**src/rtl/unidad_es.sv**
```systemverilog
// CPU I/O unit: four sampled input ports and a {port,data} output FIFO.
// Optional IO_IN_SYNC_EN puts a 2-flop synchronizer on every input port.
module unidad_es #(
  parameter int DW    = 8,
  parameter int DEPTH = 4
) (
  input  logic          clk,
  input  logic          reset,
  input  logic          we,
  input  logic          re,
  input  logic [1:0]    addr,
  input  logic [DW-1:0] wdata,
  output logic [DW-1:0] rdata,
  output logic          full,
  output logic          ovf,
  input  logic [4*DW-1:0] in_data,
  output logic          out_valid,
  input  logic          out_ready,
  output logic [1:0]    out_port,
  output logic [DW-1:0] out_data
);

  localparam int PW = $clog2(DEPTH);
  localparam int CW = $clog2(DEPTH + 1);

  typedef struct packed {
    logic [1:0]    port;
    logic [DW-1:0] data;
  } entry_t;

  entry_t        mem [DEPTH];
  logic [PW-1:0] wptr;
  logic [PW-1:0] rptr;
  logic [CW-1:0] count;
  logic          push;
  logic          pop;

  logic [DW-1:0] samp [4];
`ifdef IO_IN_SYNC_EN
  logic [DW-1:0] meta [4];
`endif

  assign full      = (count == CW'(DEPTH));
  assign out_valid = (count != '0);
  assign push      = we & ~full;
  assign pop       = out_valid & out_ready;
  assign out_port  = mem[rptr].port;
  assign out_data  = mem[rptr].data;

  // Storage is left unreset; it is only visible while out_valid is high.
  always_ff @(posedge clk) begin
    if (push && !reset)
      mem[wptr] <= '{port: addr, data: wdata};
  end

  always_ff @(posedge clk) begin
    if (reset) begin
      wptr  <= '0;
      rptr  <= '0;
      count <= '0;
      ovf   <= 1'b0;
    end else begin
      if (push)
        wptr <= wptr + 1'b1;
      if (pop)
        rptr <= rptr + 1'b1;
      if (push && !pop)
        count <= count + 1'b1;
      else if (pop && !push)
        count <= count - 1'b1;
      if (we && full)
        ovf <= 1'b1;
    end
  end

  always_ff @(posedge clk) begin
    if (reset) begin
      rdata <= '0;
      for (int i = 0; i < 4; i++) begin
        samp[i] <= '0;
`ifdef IO_IN_SYNC_EN
        meta[i] <= '0;
`endif
      end
    end else begin
      for (int i = 0; i < 4; i++) begin
`ifdef IO_IN_SYNC_EN
        meta[i] <= in_data[i*DW +: DW];
        samp[i] <= meta[i];
`else
        samp[i] <= in_data[i*DW +: DW];
`endif
      end
      if (re)
        rdata <= samp[addr];
    end
  end

endmodule

```
**config.mk**
```make
export PLATFORM = sky130hd
export DESIGN_NAME = unidad_es
export DESIGN_NICKNAME = d
export VERILOG_FILES = /design/src/rtl/unidad_es.sv
export SDC_FILE = /design/constraint.sdc
export NUM_CORES = 1
export LEC_CHECK = 0
export CAP_MARGIN = 5
export CORE_MARGIN = 1.5
export CORE_UTILIZATION = 54
export DETAILED_ROUTE_END_ITERATION = 8
export PLACE_DENSITY = 0.84
export SLEW_MARGIN = 20
export SYNTH_ARGS = -nofsm -noshare
export SYNTH_HDL_FRONTEND = slang
export SYNTH_SLANG_ARGS = --single-unit
```
**constraint.sdc**
```tcl
create_clock -name clk -period 6.7 [get_ports clk]
set_input_delay 1.34 -clock clk [delete_from_list [all_inputs] [get_ports clk]]
set_output_delay 1.34 -clock clk [all_outputs]
set_load 0.02 [all_outputs]
```
# Yosys cells after proc, flatten, opt, wreduce, memory -nomap -nowiden
# Memories as Yosys holds them, arrays and structs flattened. A register that Yosys moved wholly into a read port is not among the register bits.
# Index checks and enable logic that the tools add are counted.
# totals
register_bits	8
mem_bits_rw	72
in_bits	47
elab_cells	40
mem_count	2
# op_classes
add_sub_neg	4
n_eq_ne	1
n_mux	13
n_bitwise	7
reduce_logical	9
# memory_table
memory	words	width	rd	rd_clocked_by_memory_dff	wr	line	rtl
mem	4	10	1	1	1	31	entry_t mem [DEPTH];
samp	4	8	1	1	4	38	logic [DW-1:0] samp [4];
# op_table
cell	n
$mux W8	4
$mux W3	2
$mux W1	5
$add A2 B1 Y2 const B	2
$logic_and A1 B1 Y1	4
$mux W2	2
$or A1 B1 Y1	4
$add A3 B1 Y3 const B	1
$eq A3 B3 Y1 const B	1
$logic_not A1 Y1	3
$reduce_bool A3 Y1	1
$sub A3 B1 Y3 const B	1
$and A1 B1 Y1	2
$reduce_bool A2 Y1	1
$not A1 Y1	1

# Logic depth before layout (Yosys ltp)
# Gate-level depths: netlist (run 1).
# depth
ltp_word	7
mapped_depth	9
mapped_depth_nobuf	9

# Least setup slack after synthesis (run 1)
# No wires, ideal clock.
# synth_timing
path_kind	input port to flip-flop
from	input reset
to	memory mem[0][0] (netlist name) (enable)
arrival_time_ns	2.553
required_ns	6.308
path_slack_ns	3.755
cell_stages	3
path_cell_list	clkbuf_1 clkbuf_1 nor3b_1
# synth_between
elab_chain_cells	4
# synth_lines
element	line	rtl
start: declaration	8	input logic reset,
$logic_not A1 Y1	52	if (push && !reset)
$logic_and A1 B1 Y1	52	
$mux W1	52	
$mux W1 (implied by the code)	53	mem[wptr] <= '{port: addr, data: wdata};
end: declaration	31	
# Every way passes these cells.

==> results of run 1 <==
[sequential cells by signal, summed over array words and instances (netlist names), named ones only]
signal and count:
rptr 2, samp 32, count 3, ovf 1, rdata 8, wptr 2, mem 40
[path summary, 6_finish.rpt]
path | startpoint | end | slack [ns]
max | flop | out_port[0] | 3.08
min | ovf | ovf | 0.50
max reg2reg | count[0] | count[2] | 4.43
min reg2reg | ovf | ovf | 0.50
[metal layers]
metal	vias to the layer above	part of all wire (%)	global-route usage [%]
met2	62	52	33.4
met4	0	1.9	9.31
met3	9	6.0	4.49
li1	881	-	-
met5	-	0	0
met1	854	40	20.6
[layout by cell type (no fill, tap or decap)]
cell type and n:
o21ai_0 2, nor2_1 14, o311ai_0 1, mux4_2 18
fa_1 1, mux2i_1 10, o31ai_1 1, nor2b_1 32
clkinv_2 2, edfxtp_1 40, nand2b_4 1, clkbuf_8 10
xor2_1 4, dfxtp_1 50, or3_2 2, a21oi_1 3
clkinvlp_4 1, buf_2 1, nor3b_4 1, clkbuf_1 3
buf_4 4, nand2b_1 2, clkdlybuf4s50_1 66, inv_1 5
or3_1 1, nor3b_1 4, ha_1 5
[cell families (layout without fill, tap and decap cells)]
kind of cell	Yosys count	after routing	share of synthesized area, %
AO/OA/AOI/OAI	7	7	1.26
buffers and inverters	16	92	2.17
AND/OR/NAND/NOR	57	57	10.6
adder cells (fa/ha/maj)	6	6	2.51
XOR/XNOR	4	4	1.07
multiplexers	28	28	15.4
flip-flops	90	90	67.0
[critical path, cell delays in order, from the launching register on]
cell             delay (ns)
dfxtp_1                0.76
mux4_2                 0.61
clkdlybuf4s50_1        0.55
[power groups by stage]
stage / Clock (mW) / Combinational (mW) / Sequential (mW)
finish: 0.314 / 0.289 / 0.661
global route: 0.338 / 0.313 / 0.669
CTS: 0.323 / 0.293 / 0.663
detailed placement: 0 / 0.291 / 0.676
global placement: 0 / 0.285 / 0.671
floorplan: 0 / 0.192 / 0.651
[synth_stat cells]
master and n:
nor2b_1 32, clkbuf_2 1, mux4_2 18, o311ai_0 1, nor2_1 14, clkbuf_1 7
nor3b_1 4, o31ai_1 1, nor3b_4 1, buf_6 1, inv_1 5, or3_1 1
or3_2 2, ha_1 5, dfxtp_1 50, nand2b_4 1, a21oi_1 3, mux2i_1 10
nand2b_1 2, fa_1 1, buf_2 2, o21ai_0 2, edfxtp_1 40, xor2_1 4
[metrics by stage]
stage	setup slack [ns]	area (um^2)
after floorplan	3.76	3290
after global placement	3.28	4020
after detailed placement	3.21	4020
after CTS	3.00	4190
after global routing	2.96	4190
final	3.08	4190
[cell type report]
| type | count | area share (%) |
|---|---|---|
| clock inverter | 3 | 0.418 |
| inverter | 5 | 0.448 |
| clock buffer | 13 | 3.55 |
| sequential | 90 | 52.6 |
| timing repair buffer | 71 | 16.6 |
| tap | 75 | 2.24 |
| multi-input combinational | 102 | 24.2 |
==> run_results.csv, run 1 <==
group,metric,value,unit
die,core_area,5890,um^2
worst_setup_path,start_kind,"flop",
cells_and_area,diodes,0,
power_and_ir_drop,clkPwrFrac,24.8,%
cells_and_area,final_cells,359,
worst_setup_path,cp_max_fo,10,
sta,slew_headroom,40.0,%
logic_synthesis,synth_top_area_cell,"edfxtp_1",
cts,cts_resized,0,
logic_synthesis,synth_top_area_share,36.5,%
cells_and_area,nNetsFinal,332,
status,status,"finished clean",
global_routing,gr-total-overflow,0,
sta,setup_tns,0,ns
cts,clk_path_buf_depth,2,
logic_synthesis,avgSynthCellArea,15.8,um^2
global_routing,grt_pass1_vias,1847,
placed_design,dp.cells,343,
die,dieArea,6560,um^2
sta,fmax,0.277,GHz
die,fp-row-count,28,
worst_setup_path,path_class,"flop to output port",
power_and_ir_drop,power.switching,0.334,mW
hold_path,hold_class,"flop to flop",
cells_and_area,area.sequential,2200,um^2
power_and_ir_drop,power_frac_comb,22.9,%
worst_setup_path,r2r_cells,9,
die,die_h,81.0,um
die,ios,68,
die,start_util,55.8,%
cts,cts_root_buffer,"clkbuf_8",
routing,vias_per_cell,5.03,
cts,numCtsBuffers,9,
sta,drv_slew,0,
logic_synthesis,synthTopCellsByArea,"edfxtp_1, dfxtp_1, mux4_2",
routing,wl_per_cell,15.5,um
sta,final_hold_viol_count,0,
sta,hold_ws,0.499,ns
placed_design,portBuffers,67,
global_routing,grt_pass1_wl,8630,um
routing,dr.pass1.iters,4,
flow_run,max_cap_viol_count,0,
hold_path,whs_path_depth,2,
cts,post_cts_buffers,0,
cells_and_area,nFillCells,419,
logic_synthesis,yosysSeqAreaShare,67.0,%
routing,vias,1806,
sta,rsz0062_at_grt,"false",
power_and_ir_drop,power_density,301,nW/um^2
sta,worst_clock_skew,0.00924,ns
cts,hold_buffers,0,
power_and_ir_drop,p_sw_share,26.4,%
logic_synthesis,synth_fp_nets,261,
cells_and_area,multi_input_area,1010,um^2
placed_design,globalplace.congestion,0.716,
global_routing,grt_antenna_before_repair,0,
sta,finalSetupViolations,0,
routing,drc,0,
routing,routed_wl,5550,um
routing,antenna_left,0,
global_routing,grt_use_total,18.7,%
logic_synthesis,synth_seq_cells,90,
worst_setup_path,cp-end-kind,"output port",
die,die_w,81.0,um
cts,cts_max_level,3,
cells_and_area,layout-drive-gt1-share,14.1,%
power_and_ir_drop,p_int,0.929,mW
cts,tritoncts,"built",
cts,clkTransAtPathRegs,0.08,ns
worst_setup_path,arrival,2.28,ns
global_routing,grt_max_degree,55,
worst_setup_path,critPathRequiredTime,5.36,ns
cells_and_area,final_core_util,71.2,%
routing,first_iter_violations,59,
logic_synthesis,synth_cell_types,24,
sta,period_needed,3.62,ns
sta,fin_crit_sh,54.0,%
power_and_ir_drop,leakagePower,1.52,nW
cts,clkLatencyLatePin,0.35,ns
logic_synthesis,synth_warnings,0,
logic_synthesis,syn_area,3290,um^2
cts,clkSinkCount,90,
power_and_ir_drop,power,1.26,mW
logic_synthesis,synthCells,208,
sta,tightest_slew,0.899,ns
power_and_ir_drop,pwr-share-seq,52.3,%
placed_design,dp_hpwl,4000,um
power_and_ir_drop,peakVddDrop,0.191,mV
cells_and_area,area.growth.synth_to_final,27.5,%
(Power assumes the default switching activity.)
==> inputs of run 2 (changes only) <==
--- a/config.mk
+++ b/config.mk
@@ -7,9 +7,9 @@
 export LEC_CHECK = 0
 export CAP_MARGIN = 5
 export CORE_MARGIN = 1.5
-export CORE_UTILIZATION = 54
+export CORE_UTILIZATION = 45
 export DETAILED_ROUTE_END_ITERATION = 8
-export PLACE_DENSITY = 0.84
+export PLACE_DENSITY = 0.74
 export SLEW_MARGIN = 20
 export SYNTH_ARGS = -nofsm -noshare
 export SYNTH_HDL_FRONTEND = slang
==> constraint.sdc (replaced) <==
create_clock -name clk -period 3.3 [get_ports clk]
set_input_delay 0.66 -clock clk [delete_from_list [all_inputs] [get_ports clk]]
set_output_delay 0.66 -clock clk [all_outputs]
set_load 0.02 [all_outputs]
==> run 2 against run 1 <==
Against the previous run: first-iteration DRC count rose by 39%; global-route usage down 3.8 points; critical path depth is 1 higher; die area grew 19%; worst hold slack got worse by 0.013 ns; sequential cell count stayed put; sequential power increased by 98%; non-clock buffer count grew 2; largest power group unchanged; highest routed layer unchanged.
==> run_results.csv, run 2 (same netlist as run 1, synthesis figures left out) <==
group,metric,value,unit
cts,post_cts_buffers,0,
cts,hold_buffers,0,
cells_and_area,layout-drive-gt1-share,15.4,%
cts,cts_max_level,3,
sta,final_hold_viol_count,0,
sta,finalSetupViolations,0,
worst_setup_path,timing.rr.start,"count[0]",
worst_setup_path,arrival,1.98,ns
worst_setup_path,r2r_cells,9,
cells_and_area,largest_reg_flops,40,
die,ios,68,
die,die_h,88.5,um
global_routing,grt_antenna_before_repair,0,
sta,rsz0062_at_grt,"false",
routing,first_iter_violations,82,
power_and_ir_drop,leakagePower,1.55,nW
sta,slew_headroom,52.5,%
die,dieArea,7830,um^2
cts,tritoncts,"built",
routing,routed_wl,5450,um
power_and_ir_drop,peakVddDrop,0.329,mV
worst_setup_path,cp_max_fo,10,
die,core_area,6940,um^2
global_routing,gr-total-overflow,0,
sta,drv_slew,0,
sta,tightest_slew,0.711,ns
global_routing,grt_pass1_wl,8470,um
sta,fmax,0.379,GHz
routing,wl_met2,2690,um
cells_and_area,reg.largest.list,"mem x40, samp x32, rdata x8",
routing,wl_per_cell,14.3,um
die,start_util,47.3,%
cells_and_area,area.growth.synth_to_final,30.3,%
cells_and_area,final_common_cell,"clkdlybuf4s50_1",
cells_and_area,nNetsFinal,334,
cts,numCtsBuffers,9,
sta,final.setup.worst_slack,0.659,ns
die,die_w,88.5,um
worst_setup_path,rr_endpoint,"count[2]",
cells_and_area,most-common-layout-cells,"clkdlybuf4s50_1, dfxtp_1, edfxtp_1, nor2b_1, mux4_2",
routing,topRoutingLayerUsed,"met4",
worst_setup_path,start_kind,"flop",
placed_design,pre_cts_slack,0.515,ns
worst_setup_path,rrSetupSlack,1.02,ns
global_routing,grt_max_degree,51,
routing,wl_met3,271,um
status,status,"finished clean",
worst_setup_path,critPathRequiredTime,2.64,ns
sta,worst_clock_skew,0.00853,ns
hold_path,hold_class,"flop to flop",
global_routing,grt_pass1_vias,1866,
cts,cts_root_buffer,"clkbuf_8",
routing,antenna_left,0,
routing,vias_per_cell,4.81,
routing,vias,1836,
cells_and_area,nFillCells,540,
routing,wl_met1,2390,um
sta,setup_tns,0,ns
die,fp-row-count,30,
global_routing,grt_use_total,14.8,%
cts,clkTransAtPathRegs,0.09,ns
worst_setup_path,crit_end,"out_port[1]",
worst_setup_path,path_class,"flop to output port",
cells_and_area,final_core_util,61.7,%
routing,dr.pass1.iters,4,
cts,cts_resized,0,
sta,period_needed,2.64,ns
cts,clkSinkCount,90,
worst_setup_path,cp-end-kind,"output port",
power_and_ir_drop,power_density,637,nW/um^2
cells_and_area,diodes,0,
cells_and_area,top_register,"mem",
placed_design,portBuffers,67,
placed_design,dp_hpwl,3820,um
routing,drc,0,
cts,clkLatencyLatePin,0.35,ns
sta,fin_crit_sh,80.0,%
placed_design,globalplace.congestion,0.798,
flow_run,max_cap_viol_count,0,
cts,clk_path_buf_depth,2,
## run 2: changes by cell type in the layout (fill, tap and decap cells not counted), sizes merged
cell and change:
inv +1, buf +2, clkinvlp +1, clkbuf -4, bufinv +2
## run 2: critical path: stages (launching register included)
cell             delay, ns
dfxtp_1               0.31
buf_4                 0.22
mux4_2                0.54
clkdlybuf4s50_1       0.56
## run 2: routing by layer
layer / global-route usage [%] / vias up
met5: 0 / -
met4: 6.82 / 0
met3: 4.10 / 11
met2: 25.4 / 61
met1: 17.4 / 877
li1: - / 887
## run 2: how the worst min path moves through the flow
stage / startpoint / to / slack [ns] / cells past startpoint
global route: ovf / ovf / 0.53 / 2
floorplan: wptr[1] / wptr[1] / 0.48 / 2
global placement: ovf / ovf / 0.46 / 2
CTS: ovf / ovf / 0.50 / 2
finish: ovf / ovf / 0.49 / 2
detailed placement: ovf / ovf / 0.46 / 2
## run 2: layout make-up
class | instances | area [um^2] | area share (%)
clock buffer | 9 | 124 | 2.89
sequential | 90 | 2200 | 51.4
multi-input combinational | 102 | 1010 | 23.7
timing repair buffer | 73 | 711 | 16.6
tap | 96 | 120 | 2.81
inverter | 5 | 18.8 | 0.438
clock inverter | 7 | 92.6 | 2.16
## run 2: report_power, final
part	internal [mW]	leakage (nW)	switching, mW
combinational	0.353	0.666	0.273
sequential	1.25	0.777	0.0584
clock	0.425	0.103	0.369
## run 2: metrics by stage
stage	hold WS [ns]	instances	power [mW]	cell area, um^2
final	0.486	382	2.73	4280
after global routing	0.530	382	2.85	4280
after CTS	0.495	382	2.76	4280
after detailed placement	0.463	366	1.97	4070
after floorplan	0.482	208	1.71	3290
after global placement	0.455	366	1.96	4070
==> inputs of run 3 (changes only) <==
==> constraint.sdc (replaced) <==
create_clock -name clk -period 2.3 [get_ports clk]
set_input_delay 0.46 -clock clk [delete_from_list [all_inputs] [get_ports clk]]
set_output_delay 0.46 -clock clk [all_outputs]
set_load 0.02 [all_outputs]
==> run 3 against run 2 <==
Against the previous run: utilization grew 1.4 points; non-clock buffer count grew 9; combinational power grew 45%; die area is the same; setup slack lost 0.51 ns; via count shrank 0.60%; register-to-register slack lost 0.81 ns; final area grew 2.3%; sequential cell count is the same; power grew 47%; first-iteration DRC count grew 20%; global-route usage grew 0.37 points.
==> run_results.csv, run 3 (same netlist as run 1, synthesis figures left out) <==
group,metric,value,unit
status,status,"finished clean",
cells_and_area,final_cell_area,4380,um^2
cells_and_area,area.growth.synth_to_final,33.2,%
routing,wl_per_cell,13.8,um
sta,finalSetupViolations,0,
cells_and_area,reg.largest.list,"mem x40, samp x32, rdata x8",
hold_path,whs_path_depth,2,
die,die_w,88.5,um
cts,cts_root_buffer,"clkbuf_8",
routing,first_iter_violations,98,
worst_setup_path,cp_max_fo,6,
routing,vias,1825,
placed_design,portBuffers,67,
sta,fmax,0.464,GHz
die,fp-row-count,30,
die,core_area,6940,um^2
cts,tritoncts,"built",
power_and_ir_drop,power,4.00,mW
die,start_util,47.3,%
global_routing,grt_pass1_wl,8650,um
die,ios,68,
sta,tightest_slew,0.574,ns
cells_and_area,largest_reg_flops,40,
power_and_ir_drop,power_density,914,nW/um^2
cts,clkLatencyLatePin,0.34,ns
cells_and_area,layout-drive-gt1-share,19.0,%
cts,clkSinkCount,90,
flow_run,max_cap_viol_count,0,
placed_design,pre_cts_slack,-0.200,ns
cts,clk_path_buf_depth,2,
global_routing,grt_max_degree,49,
routing,routed_wl,5380,um
sta,final.setup.worst_slack,0.147,ns
routing,antenna_left,0,
sta,drv_slew,0,
global_routing,gr-total-overflow,0,
cells_and_area,nNetsFinal,343,
cells_and_area,final_common_cell,"clkdlybuf4s50_1",
sta,worst_clock_skew,0.0127,ns
global_routing,grt_use_total,15.2,%
worst_setup_path,arrival,1.69,ns
placed_design,dp.cells,375,
worst_setup_path,rrSetupSlack,0.21,ns
worst_setup_path,critPathRequiredTime,1.84,ns
routing,drc,0,
cells_and_area,final_cells,391,
sta,fin_crit_sh,93.6,%
worst_setup_path,cp-end-kind,"output port",
cts,cts_max_level,3,
placed_design,postPlaceCellArea,4150,um^2
sta,period_needed,2.15,ns
sta,slew_headroom,61.6,%
cells_and_area,multi_input_area,1010,um^2
worst_setup_path,start_kind,"flop",
worst_setup_path,rr_endpoint,"count[2]",
cells_and_area,most-common-layout-cells,"clkdlybuf4s50_1, dfxtp_1, edfxtp_1, nor2b_1, mux4_2",
worst_setup_path,timing.rr.start,"count[2]",
hold_path,hold_end,"wptr[0]",
hold_path,hold_class,"primary input to flop",
cells_and_area,nFillCells,534,
placed_design,dp_hpwl,3830,um
routing,vias_per_cell,4.67,
die,dieArea,7830,um^2
worst_setup_path,r2r_cells,9,
sta,final_hold_viol_count,0,
cts,post_cts_buffers,0,
cts,cts_resized,10,
hold_path,min-delay-start,"reset",
worst_setup_path,worstSetupStartpoint,"count[2]",
cells_and_area,diodes,0,
cts,hold_buffers,0,
sta,rsz0062_at_grt,"false",
worst_setup_path,path_class,"flop to output port",
cts,clkTransAtPathRegs,0.09,ns
global_routing,grt_antenna_before_repair,0,
die,die_h,88.5,um
cells_and_area,top_register,"mem",
routing,dr.pass1.iters,4,
cts,numCtsBuffers,9,
cells_and_area,area.sequential,2200,um^2
power_and_ir_drop,leakagePower,1.63,nW
power_and_ir_drop,peakVddDrop,0.477,mV
placed_design,globalplace.congestion,0.695,
global_routing,grt_pass1_vias,1862,
run 3: final cells by class:
class                           count  share of cell area [%]
Inverter                            5                   0.429
Clock buffer                       13                    4.00
Sequential cell                    90                    50.3
Tap cell                           96                    2.74
Multi-Input combinational cell    102                    23.1
Timing Repair Buffer               82                    17.8
Clock inverter                      3                    1.57
run 3: routing by layer:
layer	GRT usage [%]	share of wire [%]	up-vias
li1	-	-	907
met1	18.4	43	860
met2	25.7	51	52
met3	4.01	5.0	6
met4	6.82	1.2	0
met5	0	0	-
run 3: critical path, cell delays in order (launching register included):
cell and delay [ns]:
dfxtp_1 0.35, or3_2 0.47, clkdlybuf4s50_1 0.54
run 3: worst max path at each step:
stage	to	cells past startpoint
final	out_valid	2
after global routing	count[2]	9
after CTS	out_valid	2
after detailed placement	count[2]	9
after global placement	count[2]	9
after floorplan	count[2]	9
run 3: report_power, final:
part / switching [mW] / internal [mW] / total, mW / leakage (nW)
sequential: 0.0793 / 1.80 / 1.88 / 0.778
combinational: 0.402 / 0.503 / 0.905 / 0.726
clock: 0.495 / 0.727 / 1.22 / 0.125
run 3: stage by stage:
step	TNS [ns]	hold slack [ns]	utilization (%)
5_1_grt	0	0.393	63.1
2_1_floorplan	0	0.482	-
3_5_place_dp	-0.200	0.481	59.7
3_3_place_gp	-0.146	0.449	59.7
4_1_cts	0	0.362	63.0
6_report	0	0.381	63.1
==> RTL change 1, RTL diff (flow settings as in run 1) <==
Build with the macro `IO_IN_SYNC_EN` defined.
--- a/src/rtl/unidad_es.sv
+++ b/src/rtl/unidad_es.sv
@@ -1,5 +1,7 @@
 // CPU I/O unit: four sampled input ports and a {port,data} output FIFO.
 // Optional IO_IN_SYNC_EN puts a 2-flop synchronizer on every input port.
+`define IO_IN_SYNC_EN
+
 module unidad_es #(
   parameter int DW    = 8,
   parameter int DEPTH = 4
Behaviour: not the same (Yosys sat finds a counterexample within 4 cycles, from zero or initial values and one cycle with reset high).
==> RTL change 1 against run 1 <==
Worst setup slack worse by 100 ps. Power rose by 58%. Cell area is 31% higher. Synthesized area increased by 26%. Sequential cell count increased by 32. Routed wire length is 19% higher. Synthesized cell count is 32% higher. Critical path type unchanged. Critical endpoint is now out_port[1]. Largest cell class unchanged.
==> RTL change 1: results (changes against run 1) <==
Parameter                              Value

Cells and area
  Proportion of cell area occupied by registers ... 51.8% (-0.74 points)
  Largest registers ... mem (40), meta (32), samp (32)
  Multi-input gate share of total cell area ... 22.1% (-2.1 points)
  Layout clock buffer count ... 21 (+8)
  Area of combinational cells with multiple inputs ... 0.00121 mm2 (+20%)
  Proportion of layout cells with a drive suffix above 1 ... 16.4% (+2.4 points)
  Fillers ... 445 (+6.2%)
  Multi-input comb cells ... 134 (+31%)
  Share of final layout cell area taken by clock buffers and inverters ... 10.6% (+6.7 points)

Timing
  Final worst clock skew ... 7.81 ps (-1.43 ps)
  Tightest hold margin ... 433 ps (-66.3 ps)
  Share of the clock period used by the worst path after layout ... 55.5% (+1.5 points)
  Pin slew with the least headroom to its limit ... 783 ps (-116 ps)

Yosys
  Register bit count reported by yosys ... 122 (+36%)
  Post-Syn Instances ... 275 (+32%)
  Portion of the post-synthesis area used by sequential elements ... 68.7% (+1.7 points)
  Xor/xnor share of the synthesized area ... 0.846% (-0.22 points)

Placement
  Placed cell count ... 432 (+26%)
  Instance area at placement ... 0.00490 mm2 (+22%)
  Routability cong. ... 0.677 (-5.4%)
  Sum of net half-perimeters after detailed placement ... 4050 um (+1.5%)
  Post-Place Worst Slack ... 3210 ps (-5.49 ps)

Power
  Highest ir drop seen on vdd ... 0.220 mV (+15%)
  Power share of the clock group ... 42.4% (+18 points)
  Switching Fraction ... 24.1% (-2.3 points)
  Clock-net power ... 0.846 mW (+170%)
  LEAKAGE ... 2.06 nW (+36%)

Routing
  Via count of the routed design ... 2219 (+23%)
  Number of design-rule violations left by the first detailed-router iteration ... 105 (+78%)
  Average vias per placed instance ... 4.78 (-4.9%)

Global routing
  Overall fraction of global-route tracks in use ... 18.3% (-0.36 points)
  Maximum number of pins on one net before global-route repair ... 87 (+58%)
  Wire length of the first global-routing pass ... 11100 um (+28%)

Worst setup path
  FF-to-FF setup slack ... 4410 ps (-20 ps)
  Worst EP arrival ... 2380 ps (+100 ps)

Floorplan
  Std cell rows ... 31 (+11%)

Clock network
  Clock transition at the registers of the reported paths ... 60 ps (-20 ps)
  Total CTS buffers ... 17 (+8)

Status
  Run status ... complete, no violations
==> RTL change 1: logic make-up (layout without fill, tap and decap cells) <==
logic type                 count (synthesis)  after routing
AOI/OAI and AO/OA                          7              7
xor gates and xnor gates                   4              4
adders and majority gates                  6              6
buffers and inverters                     19            109
DFF                                      122            122
muxes                                     28             28
and+or+nand+nor                           89             89
==> RTL change 1: worst paths after layout <==
check | start | endpoint | depth (start not counted)
max | flip-flop | out_port[1] | 2
min reg2reg | meta[1][7] | samp[1][7] | 1
min | meta[1][7] | samp[1][7] | 1
max reg2reg | count[0] | count[2] | 9
==> RTL change 1: per-layer routing <==
| metal | routed length [um] | vias up | share of wire [%] | GRT usage (%) |
|---|---|---|---|---|
| met2 | 3470 | 68 | 53 | 31.3 |
| met5 | 0 | - | 0 | 0 |
| met1 | 2760 | 1042 | 42 | 20.1 |
| met3 | 306 | 2 | 4.6 | 7.15 |
| met4 | 41 | 0 | 0.62 | 8.07 |
| li1 | - | 1107 | - | - |
==> RTL change 2, RTL diff (flow settings as in run 1) <==
Made on the original files. Reset style: asynchronous (`reset`), changed in 2 clocked blocks.
--- a/src/rtl/unidad_es.sv
+++ b/src/rtl/unidad_es.sv
@@ -53,7 +53,7 @@
       mem[wptr] <= '{port: addr, data: wdata};
   end
 
-  always_ff @(posedge clk) begin
+  always_ff @(posedge clk or posedge reset) begin
     if (reset) begin
       wptr  <= '0;
       rptr  <= '0;
@@ -73,7 +73,7 @@
     end
   end
 
-  always_ff @(posedge clk) begin
+  always_ff @(posedge clk or posedge reset) begin
     if (reset) begin
       rdata <= '0;
       for (int i = 0; i < 4; i++) begin
Function: differs if reset is asserted again (counterexample within 4 cycles, from zero or initial values and one cycle with reset high); with reset held inactive, the same outputs for 10 cycles.
==> RTL change 2 against run 1 <==
Sequential share of layout area rose by 4.4 points. Cell area grew 0.63%. Power is 17% higher. Synthesized area about the same. Largest power group unchanged. Routed wire length decreased by 4.3%. Worst setup slack worse by 46 ps. Count of clock-buffer cells in the layout unchanged. Register-to-register slack improved by 150 ps. Global-route usage down 0.80 points. Sequential cell count is 2 lower.
==> RTL change 2: results (changes against run 1) <==
Parameter                              Value

Yosys
  Dominant register cell in the synthesized netlist ... sky130_fd_sc_hd__dfrtp_1
  Count of cell types in the netlist ... 30 (+25%)
  Commonest cells post-synth ... sky130_fd_sc_hd__dfrtp_1, sky130_fd_sc_hd__edfxtp_1, sky130_fd_sc_hd__mux2i_1, sky130_fd_sc_hd__nor2b_1
  Async set-or-reset flop fraction in the synthesized netlist ... 54.5% (+55 points)
  Post-Syn Instances ... 175 (-16%)
  Warnings, synthesis ... 0 (unchanged)
  Number of synthesized flops with an enable pin ... 40 (unchanged)
  Top post-synthesis cells by area ... sky130_fd_sc_hd__dfrtp_1, sky130_fd_sc_hd__edfxtp_1, sky130_fd_sc_hd__mux4_2
  Post-synthesis net count ... 228 (-13%)
  Portion of the post-synthesis area used by sequential elements ... 73.1% (+6.1 points)

Clock network
  Post-CTS setup buffer count ... 0 (unchanged)
  H-tree depth ... 3 (unchanged)
  Clock insertion delay at the later pin of the skew report ... 330 ps (-20 ps)
  Cells resized by post-CTS repair ... 0 (unchanged)
  Maximum clock path buffer count ... 2 (unchanged)
  Root Buffer ... sky130_fd_sc_hd__clkbuf_8
  Clock transition at the registers of the reported paths ... 80 ps (about the same)

Worst setup path
  Slowest cell on crit path ... sky130_fd_sc_hd__dfrtp_1
  Worst EP arrival ... 2320 ps (+40 ps)
  FF-to-FF setup slack ... 4580 ps (+150 ps)
  Worst-path maximum fanout ... 12 (+2)
  Largest incremental delay on the critical path ... 800 ps (+40 ps)
  CP delay by family, top ... flip-flops

Min path
  Hold/Removal Path Class ... flip-flop to flip-flop

Global routing
  Overall fraction of global-route tracks in use ... 17.9% (-0.80 points)
  Wire length of the first global-routing pass ... 8350 um (-3.3%)
  Maximum number of pins on one net before global-route repair ... 49 (-11%)
  Number of global-route vias before repair ... 1760 (-4.7%)
  Number of antenna violations at the first check in global routing ... 0 (unchanged)

Placement
  Placed cell count ... 312 (-9.0%)
  Quantity of I/O buffers inserted on ports ... 67 (unchanged)
  Routability cong. ... 0.736 (+2.8%)
  Sum of net half-perimeters after detailed placement ... 3700 um (-7.3%)

Power
  LEAKAGE ... 1.65 nW (+8.5%)
  Highest ir drop seen on vdd ... 0.240 mV (+25%)

Cells and area
  Fillers ... 358 (-15%)
  Largest registers ... mem (40), samp (32), rdata (8)
  Number of cells in the finished layout apart from fillers ... 327 (-8.9%)
  Proportion of layout cells with a drive suffix above 1 ... 14.3% (+0.20 points)
  Final net count ... 301 (-9.3%)
  Diodes inserted ... 0 (unchanged)

Routing
  Drt first pass iters ... 4 (unchanged)
  Detail-routed net length per standard cell ... 16.2 um (+5.0%)
  Number of design-rule violations left by the first detailed-router iteration ... 107 (+81%)
  Via count of the routed design ... 1646 (-8.9%)

Timing
  Final worst clock skew ... 4.40 ps (-4.84 ps)
  Pin slew with the least headroom to its limit ... 1060 ps (+157 ps)

Status
  Run status ... complete, no violations
RTL change 2: area by class of cell:
cell class / count / area (um2) / area share (%)
Multi-Input combinational cell: 78 / 816 / 19.3
Clock inverter: 2 / 35.0 / 0.831
Sequential cell: 88 / 2400 / 57.0
Clock buffer: 13 / 184 / 4.36
Timing Repair Buffer: 67 / 671 / 15.9
Inverter: 4 / 15.0 / 0.356
Tap cell: 75 / 93.8 / 2.23
RTL change 2: worst paths after layout:
path / from / end / cells after the start
worst min register to register: ovf / ovf / 1
min in group asynchronous: reset / wptr[1] / 2
max in group asynchronous: reset / rdata[6] / 2
worst min-delay path: ovf / ovf / 1
worst max register to register: count[0] / count[2] / 8
worst max-delay path: rptr[0] / out_data[7] / 2
RTL change 2: metal layers:
metal,wire [um],track usage [%],vias to the layer above
li1,-,-,785
met1,2440,25.3,811
met2,2590,27.0,43
met3,176,2.47,7
met4,102,9.83,0
met5,0,0,-
RTL change 2: cells by family (layout without fill, tap and decap cells):
family / Yosys count / count (layout) / share of synthesized area [%]
buf+inv: 9 / 86 / 2.06
mux: 28 / 28 / 13.5
compound gates: 17 / 17 / 2.78
simple gates: 21 / 21 / 4.42
flops: 88 / 88 / 73.1
fa+ha+maj: 6 / 6 / 2.51
xor+xnor: 6 / 6 / 1.60
RTL change 2: power breakdown:
part	internal (mW)	leakage (nW)	switching (mW)	total, mW
sequential	0.634	0.925	0.0676	0.702
combinational	0.225	0.606	0.169	0.394
clock	0.217	0.114	0.165	0.382
total	1.08	1.65	0.402	1.48
RTL change 2: worst register-to-register path, cell delays in order, from the launching register on:
cell and delay, ps:
sky130_fd_sc_hd__dfrtp_1 460, sky130_fd_sc_hd__or3_4 430, sky130_fd_sc_hd__nand2_1 110, sky130_fd_sc_hd__ha_1 180
sky130_fd_sc_hd__inv_1 60, sky130_fd_sc_hd__fa_1 370, sky130_fd_sc_hd__xor2_1 150, sky130_fd_sc_hd__nor2_1 120
sky130_fd_sc_hd__xor2_1 160
RTL change 2: stage by stage:
stage | cell area [um2] | total power [mW] | setup slack [ps] | hold WS (ps)
finish | 4220 | 1.48 | 3040 | 464
global route | 4220 | 1.55 | 2910 | 515
CTS | 4220 | 1.49 | 2980 | 468
detailed placement | 4000 | 1.11 | 3360 | 446
global placement | 4000 | 1.10 | 3390 | 446
floorplan | 3290 | 0.949 | 4100 | 464
